===== config.mk =====
export PLATFORM = sky130hd
export DESIGN_NAME = rtc_mux_bus_master_flat
export DESIGN_NICKNAME = d
export VERILOG_FILES = /design/src/rtl/rtc_bus_pkg.sv /design/src/rtl/rtc_mux_bus_master_if.sv /design/src/rtl/rtc_phase_timer.sv /design/src/rtl/rtc_mux_bus_master.sv /design/src/flat_wrapper.sv
export SDC_FILE = /design/constraint.sdc
export NUM_CORES = 1
export LEC_CHECK = 0
export ABC_AREA = 1
export CAP_MARGIN = 20
export CORE_MARGIN = 1.5
export CORE_UTILIZATION = 47
export CTS_CLUSTER_DIAMETER = 100
export DETAILED_ROUTE_END_ITERATION = 16
export GPL_TIMING_DRIVEN = 0
export PLACE_DENSITY_LB_ADDON = 0.15
export SLEW_MARGIN = 30
export SYNTH_ARGS = -nofsm -noshare
export SYNTH_HDL_FRONTEND = slang
export SYNTH_SLANG_ARGS = --single-unit

===== constraint.sdc =====
create_clock -name clk -period 2.4 [get_ports clk]
set_clock_uncertainty 0.05 [all_clocks]
set_input_delay 0.48 -clock clk [delete_from_list [all_inputs] [get_ports clk]]
set_output_delay 0.48 -clock clk [all_outputs]
set_load 0.1 [all_outputs]

===== src/rtl/rtc_bus_pkg.sv =====
// Shared types and constants for the multiplexed RTC bus master: FSM states,
// phase-select encoding of ad_n, and the RTC register map.
package rtc_bus_pkg;

    typedef enum logic [2:0] {
        ST_IDLE,
        ST_ADDR,
        ST_GAP,
        ST_DATA,
        ST_RECOV,
        ST_RESP
    } rtc_state_e;

    // Value of ad_n: low marks the address phase of a bus cycle.
    typedef enum logic {
        PH_ADDR = 1'b0,
        PH_DATA = 1'b1
    } phase_sel_e;

    localparam logic [7:0] RTC_REG_SEC        = 8'h20;
    localparam logic [7:0] RTC_REG_MIN        = 8'h21;
    localparam logic [7:0] RTC_REG_HOUR       = 8'h22;
    localparam logic [7:0] RTC_REG_DATE       = 8'h23;
    localparam logic [7:0] RTC_REG_MONTH      = 8'h24;
    localparam logic [7:0] RTC_REG_YEAR       = 8'h25;
    localparam logic [7:0] RTC_REG_TIMER_CTRL = 8'h40;
    localparam logic [7:0] RTC_REG_TIMER_CNT  = 8'h41;

    function automatic int max_int(input int a, input int b);
        return (a > b) ? a : b;
    endfunction

endpackage


===== src/rtl/rtc_mux_bus_master_if.sv =====
// Command/response channels and pad signals of the RTC bus master.
// With RTC_BCD_CHECK_EN defined the response carries a BCD error flag.
interface rtc_mux_bus_master_if #(
    parameter int DATA_W  = 8,
    parameter int MAX_LEN = 8
);
    localparam int LEN_W = $clog2(MAX_LEN + 1);

    logic              cmd_valid;
    logic              cmd_ready;
    logic              cmd_write;
    logic [DATA_W-1:0] cmd_addr;
    logic [DATA_W-1:0] cmd_wdata;
    logic [LEN_W-1:0]  cmd_len;
    logic              rsp_valid;
    logic              rsp_ready;
    logic [DATA_W-1:0] rsp_data;
    logic              rsp_last;
`ifdef RTC_BCD_CHECK_EN
    logic              rsp_bcd_err;
`endif
    logic              busy;
    logic              cs_n;
    logic              ad_n;
    logic              rd_n;
    logic              wr_n;
    logic [DATA_W-1:0] ad_out;
    logic              ad_oe;
    logic [DATA_W-1:0] ad_in;

    modport master (
`ifdef RTC_BCD_CHECK_EN
        output rsp_bcd_err,
`endif
        input  cmd_valid, cmd_write, cmd_addr, cmd_wdata, cmd_len, rsp_ready, ad_in,
        output cmd_ready, rsp_valid, rsp_data, rsp_last, busy,
        output cs_n, ad_n, rd_n, wr_n, ad_out, ad_oe
    );

    modport slave (
`ifdef RTC_BCD_CHECK_EN
        input  rsp_bcd_err,
`endif
        output cmd_valid, cmd_write, cmd_addr, cmd_wdata, cmd_len, rsp_ready, ad_in,
        input  cmd_ready, rsp_valid, rsp_data, rsp_last, busy,
        input  cs_n, ad_n, rd_n, wr_n, ad_out, ad_oe
    );

endinterface


===== src/rtl/rtc_phase_timer.sv =====
// Loadable down-counter timing one bus phase; last is high on the final cycle.
// Load with (phase length - 1) on the edge that enters the phase.
module rtc_phase_timer #(
    parameter int CW = 4
) (
    input  logic          clk,
    input  logic          reset,
    input  logic          load,
    input  logic [CW-1:0] load_val,
    output logic          last
);
    logic [CW-1:0] cnt;

    always_ff @(posedge clk) begin
        if (reset)
            cnt <= '0;
        else if (load)
            cnt <= load_val;
        else if (cnt != '0)
            cnt <= cnt - CW'(1);
    end

    assign last = (cnt == '0);

endmodule


===== src/rtl/rtc_mux_bus_master.sv =====
// Multiplexed address/data RTC bus master with programmable phase timing and
// auto-incrementing burst reads. Optional RTC_BCD_CHECK_EN adds rsp_bcd_err.
//
// state | meaning
// IDLE  | cmd_ready high, bus inactive
// ADDR  | cs_n/ad_n low, address driven
// GAP   | bus released between address and strobe
// DATA  | rd_n or wr_n low; read data captured on last cycle
// RECOV | bus inactive recovery after each beat
// RESP  | read data presented until rsp_ready
module rtc_mux_bus_master
    import rtc_bus_pkg::*;
#(
    parameter int DATA_W  = 8,
    parameter int T_ADDR  = 4,
    parameter int T_GAP   = 2,
    parameter int T_DATA  = 6,
    parameter int T_RECOV = 8,
    parameter int MAX_LEN = 8
) (
    input logic                  clk,
    input logic                  reset,
    rtc_mux_bus_master_if.master bus
);
    localparam int LEN_W = $clog2(MAX_LEN + 1);
    localparam int T_MAX = max_int(max_int(T_ADDR, T_GAP), max_int(T_DATA, T_RECOV));
    localparam int CW    = $clog2(T_MAX + 1);

    rtc_state_e        state;
    logic              wr_q;
    logic [DATA_W-1:0] addr_q;
    logic [DATA_W-1:0] wdata_q;
    logic [LEN_W-1:0]  remain_q;
    logic [LEN_W-1:0]  len_eff;
    logic              accept;
    logic              rsp_hs;
    logic              tmr_load;
    logic [CW-1:0]     tmr_val;
    logic              tmr_last;

    assign accept = (state == ST_IDLE) && bus.cmd_valid && bus.cmd_ready;
    assign rsp_hs = (state == ST_RESP) && bus.rsp_valid && bus.rsp_ready;

    always_comb begin
        if (bus.cmd_len == '0)
            len_eff = LEN_W'(1);
        else if (bus.cmd_len > LEN_W'(MAX_LEN))
            len_eff = LEN_W'(MAX_LEN);
        else
            len_eff = bus.cmd_len;
    end

    // The timer is reloaded on the same edge that enters the next phase.
    always_comb begin
        tmr_load = 1'b0;
        tmr_val  = CW'(T_ADDR - 1);
        case (state)
            ST_IDLE: tmr_load = accept;
            ST_ADDR: begin tmr_load = tmr_last; tmr_val = CW'(T_GAP - 1);   end
            ST_GAP:  begin tmr_load = tmr_last; tmr_val = CW'(T_DATA - 1);  end
            ST_DATA: begin tmr_load = tmr_last; tmr_val = CW'(T_RECOV - 1); end
            ST_RESP: tmr_load = rsp_hs;
            default: ;
        endcase
    end

    rtc_phase_timer #(.CW(CW)) u_timer (
        .clk      (clk),
        .reset    (reset),
        .load     (tmr_load),
        .load_val (tmr_val),
        .last     (tmr_last)
    );

`ifdef RTC_BCD_CHECK_EN
    logic bcd_bad;
    always_comb begin
        bcd_bad = 1'b0;
        for (int i = 0; i < DATA_W / 4; i++)
            if (bus.rsp_data[i*4 +: 4] > 4'd9) bcd_bad = 1'b1;
    end
`endif

    always_ff @(posedge clk) begin
        if (reset) begin
            state         <= ST_IDLE;
            wr_q          <= 1'b0;
            addr_q        <= '0;
            wdata_q       <= '0;
            remain_q      <= '0;
            bus.cmd_ready <= 1'b0;
            bus.rsp_valid <= 1'b0;
            bus.rsp_last  <= 1'b0;
            bus.rsp_data  <= '0;
            bus.busy      <= 1'b0;
            bus.cs_n      <= 1'b1;
            bus.ad_n      <= 1'b1;
            bus.rd_n      <= 1'b1;
            bus.wr_n      <= 1'b1;
            bus.ad_out    <= '0;
            bus.ad_oe     <= 1'b0;
`ifdef RTC_BCD_CHECK_EN
            bus.rsp_bcd_err <= 1'b0;
`endif
        end else begin
            case (state)
                ST_IDLE: begin
                    bus.cmd_ready <= 1'b1;
                    if (accept) begin
                        bus.cmd_ready <= 1'b0;
                        bus.busy      <= 1'b1;
                        wr_q          <= bus.cmd_write;
                        addr_q        <= bus.cmd_addr;
                        wdata_q       <= bus.cmd_wdata;
                        remain_q      <= bus.cmd_write ? LEN_W'(1) : len_eff;
                        state         <= ST_ADDR;
                        bus.cs_n      <= 1'b0;
                        bus.ad_n      <= PH_ADDR;
                        bus.ad_oe     <= 1'b1;
                        bus.ad_out    <= bus.cmd_addr;
                    end
                end
                ST_ADDR: if (tmr_last) begin
                    state     <= ST_GAP;
                    bus.cs_n  <= 1'b1;
                    bus.ad_n  <= PH_DATA;
                    bus.ad_oe <= 1'b0;
                end
                ST_GAP: if (tmr_last) begin
                    state    <= ST_DATA;
                    bus.cs_n <= 1'b0;
                    if (wr_q) begin
                        bus.wr_n   <= 1'b0;
                        bus.ad_oe  <= 1'b1;
                        bus.ad_out <= wdata_q;
                    end else begin
                        bus.rd_n <= 1'b0;
                    end
                end
                ST_DATA: if (tmr_last) begin
                    if (!wr_q) bus.rsp_data <= bus.ad_in;
                    state     <= ST_RECOV;
                    bus.cs_n  <= 1'b1;
                    bus.rd_n  <= 1'b1;
                    bus.wr_n  <= 1'b1;
                    bus.ad_oe <= 1'b0;
                end
                ST_RECOV: if (tmr_last) begin
                    if (wr_q) begin
                        state         <= ST_IDLE;
                        bus.busy      <= 1'b0;
                        bus.cmd_ready <= 1'b1;
                    end else begin
                        state         <= ST_RESP;
                        bus.rsp_valid <= 1'b1;
                        bus.rsp_last  <= (remain_q == LEN_W'(1));
`ifdef RTC_BCD_CHECK_EN
                        bus.rsp_bcd_err <= bcd_bad;
`endif
                    end
                end
                ST_RESP: if (rsp_hs) begin
                    bus.rsp_valid <= 1'b0;
                    bus.rsp_last  <= 1'b0;
`ifdef RTC_BCD_CHECK_EN
                    bus.rsp_bcd_err <= 1'b0;
`endif
                    if (remain_q > LEN_W'(1)) begin
                        remain_q   <= remain_q - LEN_W'(1);
                        addr_q     <= addr_q + DATA_W'(1);
                        state      <= ST_ADDR;
                        bus.cs_n   <= 1'b0;
                        bus.ad_n   <= PH_ADDR;
                        bus.ad_oe  <= 1'b1;
                        bus.ad_out <= addr_q + DATA_W'(1);
                    end else begin
                        state         <= ST_IDLE;
                        bus.busy      <= 1'b0;
                        bus.cmd_ready <= 1'b1;
                    end
                end
                default: state <= ST_IDLE;
            endcase
        end
    end

endmodule


===== src/flat_wrapper.sv =====
// flat-port wrapper written by rule: the top's interface ports become plain ports
module rtc_mux_bus_master_flat import rtc_bus_pkg::*;
#(
    parameter int DATA_W  = 8,
    parameter int T_ADDR  = 4,
    parameter int T_GAP   = 2,
    parameter int T_DATA  = 6,
    parameter int T_RECOV = 8,
    parameter int MAX_LEN = 8
)
  (clk, reset, bus_cmd_valid, bus_cmd_write, bus_cmd_addr, bus_cmd_wdata, bus_cmd_len, bus_rsp_ready, bus_ad_in, bus_cmd_ready, bus_rsp_valid, bus_rsp_data, bus_rsp_last, bus_busy, bus_cs_n, bus_ad_n, bus_rd_n, bus_wr_n, bus_ad_out, bus_ad_oe);
  rtc_mux_bus_master_if #(.DATA_W(DATA_W), .MAX_LEN(MAX_LEN)) bus_i ();
  input logic clk;
  input logic reset;
  input wire logic [$bits(bus_i.cmd_valid)-1:0] bus_cmd_valid;
  input wire logic [$bits(bus_i.cmd_write)-1:0] bus_cmd_write;
  input wire logic [$bits(bus_i.cmd_addr)-1:0] bus_cmd_addr;
  input wire logic [$bits(bus_i.cmd_wdata)-1:0] bus_cmd_wdata;
  input wire logic [$bits(bus_i.cmd_len)-1:0] bus_cmd_len;
  input wire logic [$bits(bus_i.rsp_ready)-1:0] bus_rsp_ready;
  input wire logic [$bits(bus_i.ad_in)-1:0] bus_ad_in;
  output wire logic [$bits(bus_i.cmd_ready)-1:0] bus_cmd_ready;
  output wire logic [$bits(bus_i.rsp_valid)-1:0] bus_rsp_valid;
  output wire logic [$bits(bus_i.rsp_data)-1:0] bus_rsp_data;
  output wire logic [$bits(bus_i.rsp_last)-1:0] bus_rsp_last;
  output wire logic [$bits(bus_i.busy)-1:0] bus_busy;
  output wire logic [$bits(bus_i.cs_n)-1:0] bus_cs_n;
  output wire logic [$bits(bus_i.ad_n)-1:0] bus_ad_n;
  output wire logic [$bits(bus_i.rd_n)-1:0] bus_rd_n;
  output wire logic [$bits(bus_i.wr_n)-1:0] bus_wr_n;
  output wire logic [$bits(bus_i.ad_out)-1:0] bus_ad_out;
  output wire logic [$bits(bus_i.ad_oe)-1:0] bus_ad_oe;
  assign bus_i.cmd_valid = bus_cmd_valid;
  assign bus_i.cmd_write = bus_cmd_write;
  assign bus_i.cmd_addr = bus_cmd_addr;
  assign bus_i.cmd_wdata = bus_cmd_wdata;
  assign bus_i.cmd_len = bus_cmd_len;
  assign bus_i.rsp_ready = bus_rsp_ready;
  assign bus_i.ad_in = bus_ad_in;
  assign bus_cmd_ready = bus_i.cmd_ready;
  assign bus_rsp_valid = bus_i.rsp_valid;
  assign bus_rsp_data = bus_i.rsp_data;
  assign bus_rsp_last = bus_i.rsp_last;
  assign bus_busy = bus_i.busy;
  assign bus_cs_n = bus_i.cs_n;
  assign bus_ad_n = bus_i.ad_n;
  assign bus_rd_n = bus_i.rd_n;
  assign bus_wr_n = bus_i.wr_n;
  assign bus_ad_out = bus_i.ad_out;
  assign bus_ad_oe = bus_i.ad_oe;
  rtc_mux_bus_master #(.DATA_W(DATA_W), .T_ADDR(T_ADDR), .T_GAP(T_GAP), .T_DATA(T_DATA), .T_RECOV(T_RECOV), .MAX_LEN(MAX_LEN)) u_core (.clk(clk), .reset(reset), .bus(bus_i));
endmodule

**After elaboration in Yosys (flattened, before gate mapping)**

Index checks and enable logic that the tools add are counted.

- Bitwise operators: 1
- Multiplexer cells: 60
- Order comparisons: 2
- Eq/ne operators: 19
- Reductions and logical operators: 31
- $add $sub $neg: 3

Operator list:

| cell | number |
|---|---|
| two-way mux 8 bit | 5 |
| two-way mux 4 bit | 8 |
| two-way mux 1 bit | 25 |
| case mux 8 bit (3 select lines) | 1 |
| AND reduction 6 bit | 4 |
| two-way mux 3 bit | 7 |
| inequality test 2 x 1 -> 1 bit, second input constant | 9 |
| case mux 3 bit (6 select lines) | 1 |
| case mux 8 bit (2 select lines) | 1 |
| AND reduction 4 bit | 4 |
| case mux 1 bit (3 select lines) | 4 |
| AND reduction 5 bit | 2 |
| case mux 3 bit (3 select lines) | 1 |
| nonzero test 3 bit | 3 |
| adder 8 x 1 -> 8 bit, second input constant | 1 |
| zero test 4 bit | 2 |
| inequality test 2 bit, second input constant | 4 |
| case mux 1 bit (2 select lines) | 4 |
| case mux 1 bit (4 select lines) | 2 |
| case mux 4 bit (2 select lines) | 1 |
| nonzero test 2 bit | 4 |
| nonzero test 4 bit | 2 |
| subtractor 4 x 1 -> 4 bit, second input constant | 2 |
| AND reduction 7 bit | 1 |
| other kinds (13) | 18 |

- Input port bits: 33
- Register bits after elaboration: 53
- Output and inout port bits: 25
- Word-level logic and storage cells: 133

**Logic depth before layout (Yosys ltp)**

- Depth after elaboration: 6
- Gate-level depth with buffers: 11
- Gate-level depth less buffers: 10

**Hierarchy**

A second synthesis with hierarchy kept.

- Cells, all modules: 475
- Area, all modules: 3054.2 um^2

Modules (own cells, without submodules):

| module | area an instance (um^2) | sequential area each (um^2) | times used | cells each |
|---|---|---|---|---|
| rtc_mux_bus_master | 2806.4 | 980.9 | 1 | 435 |
| rtc_phase_timer | 247.7 | 80.1 | 1 | 40 |

**Worst setup path before layout**

Ideal clock, no wire load.

- Path type: reg-to-reg
- From: register u_core.bus.cmd_ready
- To: register u_core.addr_q[5]
- Library setup time: 0.111 ns
- Data arrival time: 1.887 ns
- Data required time: 2.239 ns
- Buffers on the path: 1
- Period minus slack after synthesis: 2.048 ns
- Path slack: 0.352 ns
- Cell stages (with the launch flop): 9
- Path through: dfxtp_1 -> nand2_1 -> nand3_4 -> nand2_2 -> inv_4 -> nand2_8 -> buf_8 -> nor2_1 -> nor2_1

- Word-level cells in the longest chain between the ends: 3

Ends and longest elaborated chain:

| item | line | text |
|---|---|---|
| from (decl) | rtc_mux_bus_master_if.sv:36 | `output cmd_ready, rsp_valid, rsp_data, rsp_last, busy,` |
| from (signal assigned) | rtc_mux_bus_master.sv:91 | `bus.cmd_ready <= 1'b0;` |
| from (signal assigned) | rtc_mux_bus_master.sv:108 | `bus.cmd_ready <= 1'b1;` |
| from (signal assigned) | rtc_mux_bus_master.sv:110 | `bus.cmd_ready <= 1'b0;` |
| logical AND 1 bit | rtc_mux_bus_master.sv:41 | `assign accept = (state == ST_IDLE) && bus.cmd_valid && bus.cmd_ready;` |
| inequality test 2 x 1 -> 1 bit (no source line) | -- |  |
| AND reduction 4 bit (no source line) | -- |  |
| to (signal assigned) | rtc_mux_bus_master.sv:113 | `addr_q <= bus.cmd_addr;` |
| to (signal assigned) | rtc_mux_bus_master.sv:170 | `addr_q <= addr_q + DATA_W'(1);` |
| to (decl) | rtc_mux_bus_master.sv:31 | `logic [DATA_W-1:0] addr_q;` |

Every way passes these cells.
A chain may end at the register's enable or synchronous reset.

**Final worst setup path**

- From: register u_core.bus.ad_out[1]
- To: output bus_ad_out[1]

RTL lines:

| item | line | text |
|---|---|---|
| from (decl) | rtc_mux_bus_master_if.sv:37 | `output cs_n, ad_n, rd_n, wr_n, ad_out, ad_oe` |
| from (signal assigned) | rtc_mux_bus_master.sv:120 | `bus.ad_out <= bus.cmd_addr;` |
| from (signal assigned) | rtc_mux_bus_master.sv:135 | `bus.ad_out <= wdata_q;` |
| from (signal assigned) | rtc_mux_bus_master.sv:175 | `bus.ad_out <= addr_q + DATA_W'(1);` |
| to (decl) | flat_wrapper.sv:31 | `output wire logic [$bits(bus_i.ad_out)-1:0] bus_ad_out;` |

No word-level cell between the ends.

==> results.ini <==
[logic_synthesis]
synthDistinctLibCells=38
synth-edff-count=0
synth.net_count=482
synth_flop_cell=dfxtp_1
syn-cell-area_mm2=0.00299
synth_top_area_cell=dfxtp_1
synthArstFlopShare_pct=0
yosys.cell_count.top_type=nand2_1
netlist.area_leader.share_pct=35.5
synth.cells.most_frequent=102 x nand2_1, 94 x nor2_1, 53 x dfxtp_1, 39 x inv_1, 38 x o21ai_0
post_synth_main_area_contributors=dfxtp_1 35%, nand2_1 13%, nor2_1 12%
netlist_instances=445
seq_area_frac_synth_pct=35.5
synth_seq_cells=53
syn-mean-instance-area_um2=6.73
yosys_warnings=0

[clock_network]
cts_tree=yes
clk-insertion-delay-late_ps=330
clock_tree.root_cell=clkbuf_8
cts.clk_slew.worst_paths_ps=90
post_cts_hold_buffer_count=0
count_of_h_tree_levels_built_during_cts=2
post_cts.resized_instances=0
clkSinkCount=53
clk_path_buf_depth=2
cts_setup_buffers=0
cts_buffers=5

[grt]
grt_pass1_wl_mm=13.1
antenna_found_initial=0
track_usage_pct=23.1
grt_start_max_net_pins=16
grt.overflow.total=0
grt_pass1_vias=2848

[timing]
final_max_slew_violation_count=0
tightest_slew_ps=974
timing.final.setup_violations=0
final_hold_viol_count=0
timing.setup.tns_ps=0
final_min_period_over_clock_period_pct=99.1
rsz0062_at_grt=no
post-route-min-period_ps=2380
relSlewSlack_pct=34.9
max_freq_mhz=421

[critical_path]
r2r_start=u_core.remain_q[0]
worst_setup_path_endpoint=bus_ad_out[1]
timing.critical_path.depth=1
worst-r2r-cell-count=9
crit_start=u_core.bus.ad_out[1]
cp_cell_sequence=clkdlybuf4s50_1
critical_path.top_delay_family=buffers and inverters
regToRegSetupSlack_ps=590
critPathMaxFanout=2
arrival_ps=1850
critical_path_start_type=register
critical_path_required_ps=1870
critical_path.reg2reg.endpoint=u_core.addr_q[7]
setup.worst_path.end_class=primary output
buffers_inverters_on_critical_path=1
crit_path_top_delay_cell=clkdlybuf4s50_1
path_class=register to primary output
worst_path_largest_cell_delay_ps=1150

[die]
start_util_pct=49.7
die_width_um=82.8
row_count=28
num_io_pins=58
design.die.area_mm2=0.00686
placeableCoreArea_mm2=0.00603
chip_height_um=82.8

[route]
postRouteAntennaNets=0
dr.first_iter.drc_count=193
drt_wl_total_mm=7.62
drt_pass1_iterations=5
detail_route.wl_per_cell_um=13.0
post-route-drc-count=0
vias_per_cell=5.14
route.vias.total=3005

[final_layout]
nets=546
n_antenna_cell=0
filler_cell_count=565
syn2layout_area_growth_pct=26.1
drive_above_1_share_pct=9.02
fin_area_mm2=0.00377

[place]
place_hpwl_mm=5.62
routabilityCongestion=0.909
placed_cell_area_mm2=0.00366
portBuffers=57

[power_and_ir_drop]
worst_ir_drop_vdd_mv=1.01
power_density_mw_per_mm2=1170
p_total_mw=4.43
p_leak_nw=1.73

[flow_run]
max_cap_viol_count=0

[worst_hold_path]
min-delay-path-class=register to register

[outcome]
status=completed

-- where the power goes --
group          leakage [nW]  switching, mW  total (mW)  internal, mW
Clock                0.0585          0.314       0.655         0.341
Combinational          1.23           1.72        2.45         0.735
Sequential            0.435          0.179        1.32          1.14
-- how the worst min path moves through the flow --
stage | from | to | slack (ps) | cells after the start
2_1_floorplan | u_core.remain_q[1] | u_core.remain_q[1] | 400 | 2
3_3_place_gp | u_core.bus.wr_n | u_core.bus.wr_n | 380 | 2
3_5_place_dp | u_core.bus.wr_n | u_core.bus.wr_n | 390 | 2
4_1_cts | u_core.bus.wr_n | u_core.bus.wr_n | 410 | 2
5_1_grt | u_core.bus.rd_n | u_core.bus.rd_n | 420 | 2
6_report | u_core.bus.wr_n | u_core.bus.wr_n | 400 | 2
-- registers in the layout, summed over array words and instances (netlist names) --
register and count:
u_core.bus.cs_n 1, u_core.bus.ad_n 1, u_core.bus.wr_n 1, u_core.bus.cmd_ready 1, u_core.bus.busy 1, u_core.bus.rsp_valid 1
u_core.addr_q 8, u_core.bus.ad_out 8, u_core.wr_q 1, u_core.bus.rsp_data 8, u_core.bus.ad_oe 1, u_core.wdata_q 8
u_core.bus.rsp_last 1, u_core.state 3, u_core.bus.rd_n 1, u_core.u_timer.cnt 4, u_core.remain_q 4
-- cells in the final DEF (no fill, tap or decap), drive strengths merged, types with 3 or more instances in the layout --
cell,netlist,final
ha,4,4
nor2,99,99
nand3,40,40
dfxtp,53,53
nand4,5,5
buf,9,9
o21ai,40,40
a21oi,19,19
clkbuf,5,12
xor2,3,3
inv,44,44
o211ai,3,3
clkdlybuf4s50,0,57
nand2,115,115
-- cell families (layout without fill, tap and decap cells) --
kind of cell    Yosys count  count (layout)  synth area share, %
xor+xnor                  4               4                 1.17
simple gates            261             261                 40.5
fa+ha+maj                 4               4                 1.67
buf+inv                  59             124                 9.95
compound gates           64              64                 11.3
flops                    53              53                 35.5
-- layer usage --
metal  GRT usage (%)  share of wire (%)  vias to the layer above
met3            3.98                6.1                       17
met1            30.2                 46                     1355
met5               0                  0                        -
met2            38.7                 46                       88
met4            7.42                1.7                        0
li1                -                  -                     1545
-- final cells by class --
cell class,instances,area (um2),share of cell area [%]
clock buffer,7,86.3,2.29
buffer,14,120,3.18
timing repair buffer,57,571,15.1
sequential,53,1060,28.1
tap,75,93.8,2.49
inverter,45,178,4.71
multi-input combinational,333,1630,43.3
clock inverter,1,30.0,0.796
-- per-stage QoR --
step | util [%] | instances | hold slack [ps] | setup slack (ps)
floorplan | - | 445 | 401 | 352
global placement | 60.7 | 577 | 381 | 389
detailed placement | 60.7 | 577 | 388 | 380
CTS | 62.6 | 585 | 406 | 26.6
global route | 62.6 | 585 | 424 | 0.521
finish | 62.6 | 585 | 402 | 22.0
(Power assumes the default switching activity.)
